File: src/rtl/key_pkg.sv
// key_pkg: state encoding and default filter length shared by the key debouncer
package key_pkg;
    typedef logic [1:0] state_t;
    localparam state_t UP      = 2'd0;
    localparam state_t FILT_DN = 2'd1;
    localparam state_t DOWN    = 2'd2;
    localparam state_t FILT_UP = 2'd3;
    localparam int CNT_MAX_DEFAULT = 1_000_000;
endpackage

File: src/rtl/sync_2ff.sv
// sync_2ff: two-flop synchronizer for one asynchronous bit with a configurable reset value
module sync_2ff #(
    parameter logic RST_VAL = 1'b1
) (
    input  logic clk,
    input  logic rst,
    input  logic d,
    output logic q
);
    logic meta;
    always_ff @(posedge clk) begin
        if (rst) {q, meta} <= {RST_VAL, RST_VAL};
        else     {q, meta} <= {meta, d};
    end
endmodule

File: src/rtl/key_debounce.sv
// key_debounce: push-button debouncer with press/release pulses and an LED select toggle
module key_debounce
    import key_pkg::*;
#(
    parameter int CNT_MAX = CNT_MAX_DEFAULT
) (
    input  logic clk,
    input  logic rst,
    input  logic key_in,
    output logic key_level,
    output logic key_press,
    output logic key_release,
    output logic led_sel
);
    localparam int CW = CNT_MAX > 1 ? $clog2(CNT_MAX) : 1;
    localparam logic [CW-1:0] LAST = CW'(CNT_MAX - 1);
    logic key_s;
    logic done;
    state_t state, nxt;
    logic [CW-1:0] cnt, cnt_nxt;
    sync_2ff #(.RST_VAL(1'b1)) u_sync (
        .clk(clk),
        .rst(rst),
        .d  (key_in),
        .q  (key_s)
    );
    assign done = cnt == LAST;
    // cnt is held at zero outside the filter states so every qualification starts fresh
    always_comb begin
        nxt = state;
        cnt_nxt = '0;
        case (state)
            UP:      nxt = key_s ? UP : FILT_DN;
            FILT_DN: begin
                nxt = key_s ? UP : (done ? DOWN : FILT_DN);
                cnt_nxt = (key_s || done) ? '0 : cnt + 1'b1;
            end
            DOWN:    nxt = key_s ? FILT_UP : DOWN;
            FILT_UP: begin
                nxt = !key_s ? DOWN : (done ? UP : FILT_UP);
                cnt_nxt = (!key_s || done) ? '0 : cnt + 1'b1;
            end
            default: nxt = UP;
        endcase
    end
    always_ff @(posedge clk) begin
        if (rst) begin
            state <= UP;
            cnt <= '0;
            key_level <= 1'b1;
            key_press <= 1'b0;
            key_release <= 1'b0;
            led_sel <= 1'b0;
        end else begin
            state <= nxt;
            cnt <= cnt_nxt;
            key_level <= nxt == UP || nxt == FILT_DN;
            key_press <= state == FILT_DN && nxt == DOWN;
            key_release <= state == FILT_UP && nxt == UP;
            if (state == FILT_DN && nxt == DOWN) led_sel <= ~led_sel;
        end
    end
endmodule
File: config.mk
export PLATFORM = sky130hd
export DESIGN_NAME = key_debounce
export DESIGN_NICKNAME = d
export VERILOG_FILES = /design/src/rtl/key_pkg.sv /design/src/rtl/sync_2ff.sv /design/src/rtl/key_debounce.sv
export SDC_FILE = /design/constraint.sdc
export NUM_CORES = 1
export LEC_CHECK = 0
export ABC_AREA = 0
export CELL_PAD_IN_SITES_DETAIL_PLACEMENT = 1
export CELL_PAD_IN_SITES_GLOBAL_PLACEMENT = 1
export CORE_AREA = 2 2 67 69
export CTS_BUF_LIST = sky130_fd_sc_hd__clkbuf_4
export DETAILED_ROUTE_END_ITERATION = 10
export DIE_AREA = 0 0 69 71
export DONT_BUFFER_PORTS = 1
export PLACE_DENSITY = 0.52
export RECOVER_POWER = 50
export REMOVE_ABC_BUFFERS = 1
export SYNTH_ARGS = -nofsm -noshare
export SYNTH_HDL_FRONTEND = slang
export SYNTH_SLANG_ARGS = --single-unit
File: constraint.sdc
create_clock -name clk -period 2.23 [get_ports clk]
set_clock_uncertainty 0.05 [all_clocks]
set_input_delay 0.3345 -clock clk [delete_from_list [all_inputs] [get_ports clk]]
set_output_delay 0.3345 -clock clk [all_outputs]
set_load 0.01 [all_outputs]
==> Word-level counts from Yosys, hierarchy flattened <==
Cells that the tools add are included.
{ "classes": {"reduce_logical": 8, "n_eq_ne": 6, "muxes": 10, "add_sub_neg": 1, "bitwise": 1} }
{ "op_table": {"columns": ["operator", "count"], "rows": [
  ["20-bit 2-to-1 mux", 2],
  ["20-bit case mux with 2 select lines", 1],
  ["20-bit by 1-bit adder with 20-bit output, second input constant", 1],
  ["20-bit == test, second input constant", 1],
  ["2-bit 2-to-1 mux", 4],
  ["2-bit case mux with 4 select lines", 1],
  ["2-bit == test, second input constant", 3],
  ["2-bit by 1-bit == test with 1-bit output, second input constant", 2],
  ["2-bit zero test", 2],
  ["1-bit logical OR", 3],
  ["1-bit logical AND", 2],
  ["1-bit 2-to-1 mux", 2],
  ["1-bit zero test", 1],
  ["1-bit NOT", 1]
]} }
{ "totals": {"regBits": 28, "out_inout_bits": 4, "inputBits": 3} }

==> Logic depth before layout (Yosys ltp) <==
Gate-level depths: netlist of the first run.
{ "depth": {"word_depth": 6, "depth_mapped": 7, "mapped_depth_nobuf": 5} }

==> Modules after synthesis <==
Synthesis of the first run repeated with hierarchy kept, for this count alone.
{ "unflattened": {"cells_unflattened": 130, "hier_area_um2": 1188.6} }
{ "by_module_without_submodules": {"columns": ["module", "seq_area_each_um2", "cells_each", "area_each_um2", "instances"], "rows": [
  ["key_debounce", 520.5, 126, 1136.1, 1],
  ["sync_2ff", 40.0, 4, 52.6, 1]
]} }

==> Least setup slack after synthesis of the first run <==
Ideal clock, no wire load.
{ "synth_timing": {"path_type": "register -> register", "from": "register cnt[0]", "to": "register cnt[16]", "path_buffers": 2, "stages_incl_launch_ff": 8, "arrival_ns": 1.548, "t_required_ns": 2.065, "path_slack_ns": 0.517, "setup_ns": 0.115, "cell_sequence": "dfxtp_1 ha_1 nand3_2 nor4_4 a21o_1 buf_6 buf_12 nor2_1"} }
{ "synth_via": {"elab_chain_cells": 4, "word_cells_on_any_way": 7, "cone_classes": "add/sub: 1; eq/ne: 1; mux: 3; reduce/logical: 2"} }
{ "synth_lines": {"columns": ["element", "line", "source"], "rows": [
  ["from (decl)", "key_debounce.sv:20", "logic [CW-1:0] cnt, cnt_nxt;"],
  ["from (signal assigned)", "key_debounce.sv:56", "cnt <= cnt_nxt;"],
  ["branches (longest 3 deep; another with 20-bit by 1-bit adder with 20-bit output)", null, null],
  ["20-bit case mux with 2 select lines (*)", "key_debounce.sv:32", "case (state)"]
]} }
Every way passes the cells marked *.
A chain may end at the register's enable or synchronous reset.

==> Final worst setup path of the first run <==
{ "layout_timing": {"from": "register cnt[0]", "to": "register cnt[12]"} }
Same word-level chain as after synthesis.

==> results.md, run 1 <==
- Status: finished, final reports clean
- Die ar.: 4900 sq um
- RSZ-0062 raised after global routing: no
- Sequential fraction of design power: 0.701
- Sequential cell area: 561 sq um
- Largest fanout on the critical path: 19
- FFs w/ async S/R, synth: 0
- GR Util met3: 0.0242
- Clk pin slew, worst setup/hold paths: 150 ps
- Hold depth: 1
- Syn_area_per_cell: 9.54 sq um
- CTS resizes: 0
- Antenna violations before repair: 0
- Netlist Area Pre-Place: 1220 sq um
- Clock share of power: 0.289
- Die Ht: 71 microns
- First-pass GRT wire length: 4190 microns
- Post-DRT Antenna Nets: 0
- Vias in the first global route: 904
- Total track usage: 0.107
- Tightest Hold Check Type: in -> reg
- Placed Cells incl. Taps: 180
- Worst-Skew Late Latency: 330 ps
- Fin crit period: 1900 ps
- Core area: 4200 sq um
- Layout Nets: 138
- GRT met1 Usage: 0.131
- Peak supply drop: 0.209 mV
- Count of cell types in the netlist: 34
- Kind of critical path: reg -> reg
- Pwr/cell area: 552 nW/um^2
- Slew HR: 0.724
- DRT Pass-1 Iters: 3
- CP Launch Type: register
- FILL cells: 499
- Max-slew violation count: 0
- Data required time of the worst path: 2400 ps
- Syn. warnings: 0
- Critical register-to-register path startpoint: cnt[0]
- Post-route insts no fill: 184
- Initial core utilization: 0.290
- Sw Share: 0.208
- Drt via density: 4.92
- Layout cell share with drive strength beyond 1: 0.114
- PnR Total Power: 0.000720 W
- Drt drc: 0
- Worst Setup SP: cnt[0]
- Seq/Total Area, Yosys: 0.459
- Top post-synthesis cells by area: dfxtp_1, xnor2_1, nor2_1, xor2_1, nand4_1
- M2 GR Usage: 0.177
- Measured slew at the worst slew-check pin: 414 ps
- Final design utilization: 0.310
- Multi-input combinational cell area: 611 sq um
- HPWL after DPL: 1780 microns
- Hold Fails Final Rpt: 0
- Chip width: 69 microns
- Largest net degree at the start of global routing: 20
- Setup_tns: 0 ps
- Total CTS buffers: 3
- CTS tree: done
- H-Tree Depth: 1
- Cell count of the worst reg-to-reg path: 6
- Root Driver: clkbuf_4
- Setup ws final: 334 ps
- Vias: 906
- # port buffers: 0
- Cell taking the most area after synthesis: dfxtp_1
- GRT busiest layer: met2
- Gpl congestion: 0.686
- Peak Freq: 0.527 GHz
- Area delta synth->final: 6.66%
- Post-synth EDFFs: 0
- Internal power: 0.000570 W
- P_sw: 0.000150 W
- Iteration-0 DRC Markers: 32
- Cells after Synth: 128
- Main flop type after synthesis: dfxtp_1
- FF+latch count, synth: 28
- LEAKAGE: 0.371 nW
- Crit end category: register
- Synth top area share: 0.459
- CTS Sinks: 28
- CTS max path bufs: 2
- Std-Cell Rows: 24
- Place WS: 329 ps
- Routed WL per cell: 13.1 microns
- HP Start: rst
- Boundary pin count: 7
- Max Cap Viol: 0
- Overflow after GRT: 0
- Final wirelength: 2400 microns
- Period utilization: 0.850
- Diode count: 0
- WP data arrival: 2070 ps
- Logic pwr share: 0.009
- Final setup viols: 0
-- sequential cells by signal, indices dropped and copies added, names as in the netlist --
name / count
cnt: 20
key_level: 1
key_press: 1
key_release: 1
led_sel: 1
state: 2
u_sync.meta: 1
u_sync.q: 1
-- metrics by stage --
stage	area [sq um]	hold slack, ps
2_1_floorplan	1190	339
3_3_place_gp	1270	343
3_5_place_dp	1270	350
4_1_cts	1290	4.17
5_1_grt	1300	0.895
6_report	1300	25.2
-- layout make-up --
type,count,share of cell area
Sequential cell,28,0.430
Multi-Input combinational cell,93,0.469
Timing Repair Buffer,3,0.0192
Clock buffer,3,0.0173
Tap cell,52,0.0500
Inverter,5,0.0144
-- placed cells by master (no fill, tap or decap), types with 2 or more instances in the layout --
cell type,synthesis,routed
dfxtp_1,28,28
nor4_1,3,3
a21oi_1,3,3
nand4_1,7,7
o21a_1,2,2
or3_1,2,2
and4_1,3,3
xor2_1,6,6
or2_2,2,2
nor3_1,4,4
inv_1,5,5
xnor2_1,10,10
o21ai_0,3,3
and4_2,2,2
nand3_1,7,7
buf_4,0,2
nor2_1,19,19
clkbuf_4,0,3
nand2_1,5,5
-- critical path, cell delays in order (launching register included) --
cell,delay [ps]
dfxtp_1,420
ha_1,220
nand3_2,210
nor4_4,410
a21o_1,170
buf_4,230
nor2_1,80
-- kinds of logic after synthesis --
group	synth area share
flops	0.459
compound gates	0.0625
xor+xnor	0.115
simple gates	0.313
buf+inv	0.0410
fa+ha+maj	0.0102
-- synth_stat cells, drive strengths merged (2+ instances only) --
library cell / instances
nor3: 4
or2: 2
xor2: 6
nand2: 5
nor2: 19
buf: 2
nand3: 8
and4: 5
and3: 2
nor4b: 2
nand4: 7
o21ai: 3
o21a: 2
dfxtp: 28
nor4: 4
a21oi: 3
xnor2: 10
inv: 5
or3: 2
-- metal layers --
| layer | up-vias | wire (microns) |
|---|---|---|
| met2 | 12 | 1160 |
| met3 | 6 | 55 |
| met4 | 0 | 62 |
| met1 | 429 | 1120 |
| met5 | - | 0 |
| li1 | 459 | - |
-- worst paths after layout --
kind | endpoint | slack (ps)
min | key_press | 30
max | cnt[12] | 330
max reg2reg | cnt[12] | 330
min reg2reg | u_sync.q | 380
-- power groups by stage --
| stage | clock network [W] | registers, W | logic [W] |
|---|---|---|---|
| CTS | 0.000223 | 0.000505 | 0.00000539 |
| floorplan | 0 | 0.000515 | 0.00000426 |
| global placement | 0 | 0.000515 | 0.00000499 |
| global route | 0.000242 | 0.000505 | 0.00000739 |
| detailed placement | 0 | 0.000515 | 0.00000535 |
| finish | 0.000208 | 0.000504 | 0.00000676 |
-- timing repair --
item / 4_1_cts / 5_1_grt
setup buffers: 0 / 0
hold buffers: 0 / 1
endpoints found under the hold margin: 0 / 1
No activity file was read; power rests on OpenSTA's default activity.
==> run 2, diff against run 1 <==
--- a/config.mk
+++ b/config.mk
@@ -13,7 +13,7 @@
 export DETAILED_ROUTE_END_ITERATION = 10
 export DIE_AREA = 0 0 69 71
 export DONT_BUFFER_PORTS = 1
-export PLACE_DENSITY = 0.52
+export PLACE_DENSITY_LB_ADDON = 0.1
 export RECOVER_POWER = 50
 export REMOVE_ABC_BUFFERS = 1
 export SYNTH_ARGS = -nofsm -noshare
==> results.md, run 2 (synthesized netlist as in run 1, its figures left out) <==
- Status: finished, final reports clean
- Vias in the first global route: 904
- RSZ-0062 raised after global routing: no
- Layout Nets: 138
- Pwr/cell area: 641 nW/um^2
- Tightest Hold Check Type: in -> reg
- Area delta synth->final: 9.12%
- DRT Pass-1 Iters: 4
- Die ar.: 4900 sq um
- Layout cell share with drive strength beyond 1: 0.120
- Commonest non-fill, non-tap cell in the layout: dfxtp_1
- Post-CTS setup buffers: 0
- Initial core utilization: 0.290
- HP Start: key_in
- Logic pwr share: 0.008
- Internal power: 0.000689 W
- CP Launch Type: register
- Hold slack final: 36.3 ps
- Peak Freq: 0.527 GHz
- Std-Cell Rows: 24
- Iteration-0 DRC Markers: 29
- Largest fanout on the critical path: 19
- Slew HR: 0.719
- Max-slew violation count: 0
- Critical register-to-register path startpoint: cnt[0]
- Clock share of power: 0.401
- Sequential fraction of design power: 0.591
- CTS Hold Bufs: 1
- P_sw: 0.000165 W
- Largest register FFs: 20
- Worst-Skew Late Latency: 340 ps
- Setup ws final: 332 ps
- WP data arrival: 2100 ps
- Gpl congestion: 0.717
- Drt drc: 0
- Root Driver: clkbuf_4
- Cell count of the worst reg-to-reg path: 6
- Hold Fails Final Rpt: 0
- Boundary pin count: 7
- Period utilization: 0.851
- Fin crit period: 1900 ps
- Clk pin slew, worst setup/hold paths: 150 ps
- LEAKAGE: 0.385 nW
- Data required time of the worst path: 2430 ps
- CTS resizes: 0
- R2r setup slk: 330 ps
- Sw Share: 0.193
- Place WS: 321 ps
- Setup_tns: 0 ps
- Antenna violations before repair: 0
- Diode count: 0
- Total CTS buffers: 3
- Chip width: 69 microns
- Peak supply drop: 0.196 mV
- Max Cap Viol: 0
- Worst Hold End: u_sync.meta
- CTS Sinks: 28
- First-pass GRT wire length: 4230 microns
- Leading cell types in the layout, fill and taps excluded: dfxtp_1, nor2_1, xnor2_1
- Overflow after GRT: 0
- Top Registers: cnt: 20 flops, state: 2 flops
- Vias: 902
- Post-DRT Antenna Nets: 0
- Total track usage: 0.108
- Final setup viols: 0
- CTS tree: done
- CTS max path bufs: 2
- Final wirelength: 2480 microns
- Drt via density: 4.88
- H-Tree Depth: 1
- # port buffers: 0
- Measured slew at the worst slew-check pin: 420 ps
- HPWL after DPL: 1790 microns
- Core area: 4200 sq um
- Routed WL per cell: 13.4 microns
- Hold depth: 1
- R2R Path End: cnt[2]
- Largest net degree at the start of global routing: 20
- Kind of critical path: reg -> reg
- Crit end category: register
- Die Ht: 71 microns
- Top reg by flops: cnt
==> run 2: cell count changes in the layout (fill, tap and decap cells not counted), sizes merged <==
cell    previous run  this run
bufinv             0         1
==> run 2: per-layer routing <==
metal  vias to the layer above  global-route usage  wire (microns)
li1                        467                   -               -
met1                       420               0.139            1230
met2                        10               0.175            1140
met3                         5              0.0228              68
met4                         0              0.0458              48
met5                         -                   0               0
==> run 2: critical path: stages, from the launching register on <==
cell and delay, ps:
dfxtp_1 420, ha_1 230, nand3_2 220, nor4_4 420
a21o_1 170, buf_4 220, nor2_1 70
==> run 2: power groups by stage <==
stage,Clock (W),Sequential (W),Combinational (W)
3_5_place_dp,0,0.000516,0.00000506
4_1_cts,0.000352,0.000505,0.00000697
3_3_place_gp,0,0.000515,0.00000508
2_1_floorplan,0,0.000515,0.00000426
6_report,0.000343,0.000505,0.00000675
5_1_grt,0.000376,0.000506,0.00000752
==> run 2: how the worst max path moves through the flow <==
stage	from	end	slack, ps	cells after the start
floorplan	cnt[0]	cnt[10]	440	5
global placement	cnt[0]	cnt[16]	400	6
detailed placement	cnt[0]	cnt[5]	320	6
CTS	cnt[0]	cnt[5]	300	6
global route	cnt[0]	cnt[14]	130	6
finish	cnt[0]	cnt[2]	330	6
==> run 2: layout make-up <==
cell class | count | area [sq um]
tap | 52 | 65.1
sequential | 28 | 561
clock buffer | 3 | 22.5
fill | 502 | 2870
multi-input combinational | 93 | 611
clock inverter | 1 | 30.0
inverter | 5 | 18.8
timing repair buffer | 3 | 25.0
==> run 2: metrics by stage <==
| step | std cells | total power [W] | cell area (sq um) | util |
|---|---|---|---|---|
| after floorplan | 126 | 0.000519 | 1190 | - |
| after global placement | 180 | 0.000521 | 1270 | 0.302 |
| after detailed placement | 180 | 0.000521 | 1270 | 0.302 |
| after CTS | 185 | 0.000864 | 1330 | 0.317 |
| after global routing | 185 | 0.000890 | 1330 | 0.317 |
| final | 185 | 0.000854 | 1330 | 0.317 |
